===== config.mk =====
export PLATFORM = sky130hd
export DESIGN_NAME = laa_mult_regfile
export DESIGN_NICKNAME = d
export VERILOG_FILES = /design/src/rtl/laa_mult_regfile.sv
export SDC_FILE = /design/constraint.sdc
export NUM_CORES = 2
export LEC_CHECK = 0
export BUFFER_PORTS_ARGS = -buffer_cell sky130_fd_sc_hd__buf_2
export CORE_MARGIN = 3
export CORE_UTILIZATION = 45
export DETAILED_ROUTE_END_ITERATION = 10
export GPL_TIMING_DRIVEN = 0
export PLACE_DENSITY = 0.56
export SLEW_MARGIN = 20
export SYNTH_ARGS = -nofsm -noshare
export SYNTH_HDL_FRONTEND = slang
export SYNTH_SLANG_ARGS = --single-unit

===== constraint.sdc =====
create_clock -name clk -period 3.2 [get_ports clk]
set_input_delay 0.32 -clock clk [delete_from_list [all_inputs] [get_ports clk]]
set_output_delay 0.32 -clock clk [all_outputs]
set_load 0.03 [all_outputs]

===== src/rtl/laa_mult_regfile.sv =====
// LAA execution stage: 32-entry register file plus a sequential radix-2 shift-add
// multiplier whose result lands in r3/r4 and whose completion sets status register r31.
module laa_mult_regfile #(
    parameter int DATA_W = 32,
    parameter int NREGS  = 32,
    parameter int ADDR_W = 5
) (
    input  logic              clk,
    input  logic              Rst,
    input  logic [1:0]        opcode,
    input  logic [ADDR_W-1:0] addr,
    input  logic [DATA_W-1:0] data_in,
    output logic [DATA_W-1:0] data_out,
    output logic              busy
);

    localparam logic [1:0] OP_NONE  = 2'd0;
    localparam logic [1:0] OP_READ  = 2'd1;
    localparam logic [1:0] OP_WRITE = 2'd2;
    localparam logic [1:0] OP_MULT  = 2'd3;
    localparam int CNT_W = $clog2(DATA_W);

    typedef enum logic [1:0] {
        ST_IDLE = 2'd0,
        ST_BUSY = 2'd1,
        ST_DONE = 2'd2
    } state_t;

    state_t                           state_reg, state_next;
    logic [NREGS-1:0][DATA_W-1:0]     regs_reg, regs_next;
    logic [1:0]                       prev_op_reg;
    logic [2*DATA_W-1:0]              a_reg, a_next;
    logic [2*DATA_W-1:0]              b_reg, b_next;
    logic [2*DATA_W-1:0]              acc_reg, acc_next;
    logic [CNT_W-1:0]                 count_reg, count_next;
    logic                             start;
    logic                             result_wr;
    logic                             addr_valid;

    // Edge-detect on MULTIPLY so a decoder stalled on the opcode starts only one run.
    assign start      = (opcode == OP_MULT) && (prev_op_reg != OP_MULT) && (state_reg == ST_IDLE);
    assign result_wr  = (state_reg == ST_DONE);
    assign addr_valid = (32'(addr) < NREGS);
    assign busy       = (state_reg != ST_IDLE);

    generate
        for (genvar gi = 0; gi < NREGS; gi++) begin : g_reg
            logic wr_hit;
            assign wr_hit = (opcode == OP_WRITE) && (addr == ADDR_W'(gi));

            // Engine result has priority over a bus write in the DONE cycle.
            if (gi == 3) begin : g_lo
                assign regs_next[gi] = result_wr ? acc_reg[DATA_W-1:0]
                                     : (wr_hit ? data_in : regs_reg[gi]);
            end else if (gi == 4) begin : g_hi
                assign regs_next[gi] = result_wr ? acc_reg[2*DATA_W-1:DATA_W]
                                     : (wr_hit ? data_in : regs_reg[gi]);
            end else if (gi == NREGS - 1) begin : g_status
                assign regs_next[gi] = result_wr ? DATA_W'(1)
                                     : ((start || wr_hit) ? '0 : regs_reg[gi]);
            end else begin : g_plain
                assign regs_next[gi] = wr_hit ? data_in : regs_reg[gi];
            end
        end
    endgenerate

    always_comb begin
        state_next = state_reg;
        a_next     = a_reg;
        b_next     = b_reg;
        acc_next   = acc_reg;
        count_next = count_reg;
        case (state_reg)
            ST_IDLE: begin
                if (start) begin
                    state_next = ST_BUSY;
                    a_next     = {{DATA_W{1'b0}}, regs_reg[1]};
                    b_next     = {{DATA_W{1'b0}}, regs_reg[2]};
                    acc_next   = '0;
                    count_next = '0;
                end
            end
            ST_BUSY: begin
                if (b_reg[0]) begin
                    acc_next = acc_reg + a_reg;
                end
                a_next     = a_reg << 1;
                b_next     = b_reg >> 1;
                count_next = count_reg + CNT_W'(1);
                if (count_reg == CNT_W'(DATA_W - 1)) begin
                    state_next = ST_DONE;
                end
            end
            ST_DONE: begin
                state_next = ST_IDLE;
            end
            default: begin
                state_next = ST_IDLE;
            end
        endcase
    end

    always_ff @(posedge clk) begin
        if (Rst) begin
            state_reg   <= ST_IDLE;
            regs_reg    <= '0;
            prev_op_reg <= OP_NONE;
            a_reg       <= '0;
            b_reg       <= '0;
            acc_reg     <= '0;
            count_reg   <= '0;
            data_out    <= '0;
        end else begin
            state_reg   <= state_next;
            regs_reg    <= regs_next;
            prev_op_reg <= opcode;
            a_reg       <= a_next;
            b_reg       <= b_next;
            acc_reg     <= acc_next;
            count_reg   <= count_next;
            if (opcode == OP_READ) begin
                data_out <= addr_valid ? regs_reg[addr] : '0;
            end
        end
    end

endmodule


==> out/metrics.yaml <==
synth_edf_count: 0
setup_viol: 5
power_density_nw_per_um2: 529.3
initial_core_util_pct: 45.53
synth_flop_cell: "dfxtp_1"
ir_drop_mv: 0.5632
cts-htree-levels: 4
synth_area_leaders: "dfxtp_1 (44%), nand2_1 (15%), mux4_2 (11%)"
syn_avg_cell_area_um2: 8.255
drc: 0
p_clk_share_pct: 46.8
p_int_mw: 24.19
hold_depth: 3
path_common_cell: "buf_2"
stdcell_area_um2: 61420
final.setup_skew_ns: 0.02938
drt_wl_total_um: 221200
die_h_um: 352.1
critPathSlowestCell: "clkbuf_1"
coreArea_um2: 118400
cts.clk_slew.worst_paths_ns: 0.06
wl_met2_um: 93940
seq_power_share_pct: 46.5
hold_class: "input pin to flop"
start_kind: "input pin"
grt_max_degree: 20
layout-drive-gt1-share_pct: 10.55
syn_area_um2: 53910
cts_tree: "done"
via_per_inst: 5.966
die_w_um: 352.1
cp_max_fo: 10
fillers: 11387
drv_cap: 0
drtAntennaViolNets: 0
dpl_cell_area_um2: 56270
ctsRootBufferMaster: "clkbuf_16"
crit_chain: "buf_2 -> buf_2 -> buf_2 -> clkbuf_1 -> mux4_2 -> mux4_2 -> mux2i_2 -> a211oi_1"
synth_top_area_cell: "dfxtp_1"
yosysWarnings: 0
path_class: "input pin to flop"
wl_per_cell_um: 26.10
worst-path-buf-inv: 4
drt_iter0_drc: 6255
cp_top_family: "buffers and inverters"
first_global_vias: 45838
num_io_pins: 74
antenna_found_initial: 13
min_period_over_period_pct: 103.5
finalHoldViolations: 0
finalWeightedCongestion: 1.004
violations: "setup timing"
clock_sinks: 1194
worst_hold_path.endpoint: "regs_reg[118]$_SDFFE_PP0P_"
yosysMostFrequentCell: "nand2_1"
holdCritStartpoint: "data_in[22]"
synth_top_cells_by_count: "nand2_1 (2218), dfxtp_1 (1194), a21oi_1 (1072)"
grt_pass1_wl_um: 318400
highest_layer: "met5"
rrSetupSlack_ns: -0.06
timing.fmax_mhz: 302.0
end_kind: "flop"
dieArea_um2: 124000
ys_async_sr_fraction_pct: 0
yosysSeqAreaShare_pct: 44.34
period_minus_slack_ns: 3.311
seqCellArea_um2: 23920
final_nets: 6882
synth_nets: 6637
outcome: "finished, violations left"
worstSkewPairLatency_ns: 0.77
worst_pin_slew_ns: 1.301
yosysTopAreaCellShare_pct: 44.34
place_ws_ns: -1.885
power.switching_mw: 8.317
dp_hpwl_um: 169300
power_mw: 32.51
cp_slowest_stage_delay_ns: 0.83
cp.required_ns: 3.79
layout_setup_ws_ns: -0.1113
wl_met3_um: 23670
power_leakage_nw: 20.47
ys_seq_elements: 1194
clockBufferDepth: 3
final_max_slew_viol_count: 0
relSlewSlack_pct: 13.25
r2r-end: "acc_reg[54]$_SDFFE_PP0P_"
wl_met1_um: 92740
arrival_ns: 3.90
rsz0062_at_grt: "yes"
largest_reg_flops: 993
fin_tns_setup_ns: -0.2565
pwr-share-comb_pct: 6.7
p_sw_share_pct: 25.58
grt_use_total_pct: 34.53
synthCells: 6530
drtPass1Iterations: 6
multi_input_area_um2: 28010
cts_inserted_buffers: 134
std_cell_rows: 126
r2r_start: "a_reg[0]$_SDFFE_PP0P_"
rr_worst_depth: 13
synth_cell_types: 71
vias: 50573
overflow: 0
syn2layout_area_growth_pct: 13.93
portBuffers: 70
-- stage by stage --
stage               util, %  instances  hold WS (ns)
CTS                   51.66       8467      0.004649
floorplan                 -       6530        0.4329
global placement      47.52       8200        0.4380
global route          51.86       8469       0.02804
finish                51.88       8477       0.06150
detailed placement    47.53       8200        0.4431
-- worst max-delay path by stage --
| stage | startpoint | endpoint | slack (ns) | cells past startpoint |
|---|---|---|---|---|
| 2_1_floorplan | a_reg[8]$_SDFFE_PP0P_ | acc_reg[63]$_SDFFE_PP0P_ | 0.29 | 12 |
| 3_3_place_gp | addr[1] | regs_reg[251]$_SDFFE_PP0P_ | -1.87 | 10 |
| 3_5_place_dp | addr[1] | regs_reg[746]$_SDFFE_PP0P_ | -1.89 | 10 |
| 4_1_cts | a_reg[0]$_SDFFE_PP0P_ | acc_reg[54]$_SDFFE_PP0P_ | -0.05 | 13 |
| 5_1_grt | a_reg[0]$_SDFFE_PP0P_ | acc_reg[58]$_SDFFE_PP0P_ | -0.15 | 13 |
| 6_report | addr[1] | data_out[0]$_SDFFE_PP0N_ | -0.11 | 8 |
-- routing by layer --
| metal | GRT usage, % | up-vias |
|---|---|---|
| li1 | - | 22822 |
| met1 | 48.41 | 24569 |
| met2 | 50.61 | 2699 |
| met3 | 7.964 | 477 |
| met4 | 15.70 | 6 |
| met5 | 0 | - |
-- layout make-up --
cell class	count	share of cell area, %
Timing Repair Buffer	117	1.263
Antenna cell	8	0.03259
Clock buffer	198	6.407
Buffer	606	3.895
Clock inverter	32	0.4685
Inverter	19	0.1161
Tap cell	1600	3.259
Multi-Input combinational cell	4703	45.61
Sequential cell	1194	38.95
-- kinds of logic (layout without fill, tap and decap cells) --
| family | after synthesis | count (layout) | share of synthesized area (%) |
|---|---|---|---|
| simple gates | 2728 | 2728 | 19.92 |
| compound gates | 1481 | 1481 | 15.53 |
| flops | 1194 | 1194 | 44.34 |
| buf+inv | 633 | 972 | 4.477 |
| mux | 374 | 374 | 13.31 |
| fa+ha+maj | 66 | 66 | 1.546 |
| xor+xnor | 54 | 54 | 0.8773 |
| other cells | 0 | 8 | 0 |
-- cell usage in the layout (no fill, tap or decap), drive strengths merged, types with 27 or more instances in the layout --
cell type,instances
clkbuf,745
buf,145
nor2,256
a211oi,63
inv,27
dfxtp,1194
a21oi,1076
dlygate4sd3,29
mux4,273
o21ai,111
xor2,31
a311oi,100
mux2i,88
nand3,117
nand2,2218
ha,65
-- what timing repair did --
item,CTS,global route
cloned,0,0
pin swaps,22,16
buffers inserted,12,6
hold buffers,29,0
endpoints found under the setup margin,593,212
endpoints found under the hold margin,29,0
gates resized for setup,76,88
-- tightest hold or removal path, cell delays in order --
cell and delay [ns]:
buf_2 0.19, mux2i_1 0.16, a211oi_1 0.09
-- power by group through the flow --
stage	logic [mW]	registers, mW	clock network [mW]
6_report	2.17	15.1	15.2
4_1_cts	2.11	15.1	15.3
5_1_grt	2.25	15.1	15.9
3_3_place_gp	2.05	15.4	0
2_1_floorplan	1.14	15.4	0
3_5_place_dp	2.06	15.4	0
Note: power is estimated with default switching activity, not from simulation.
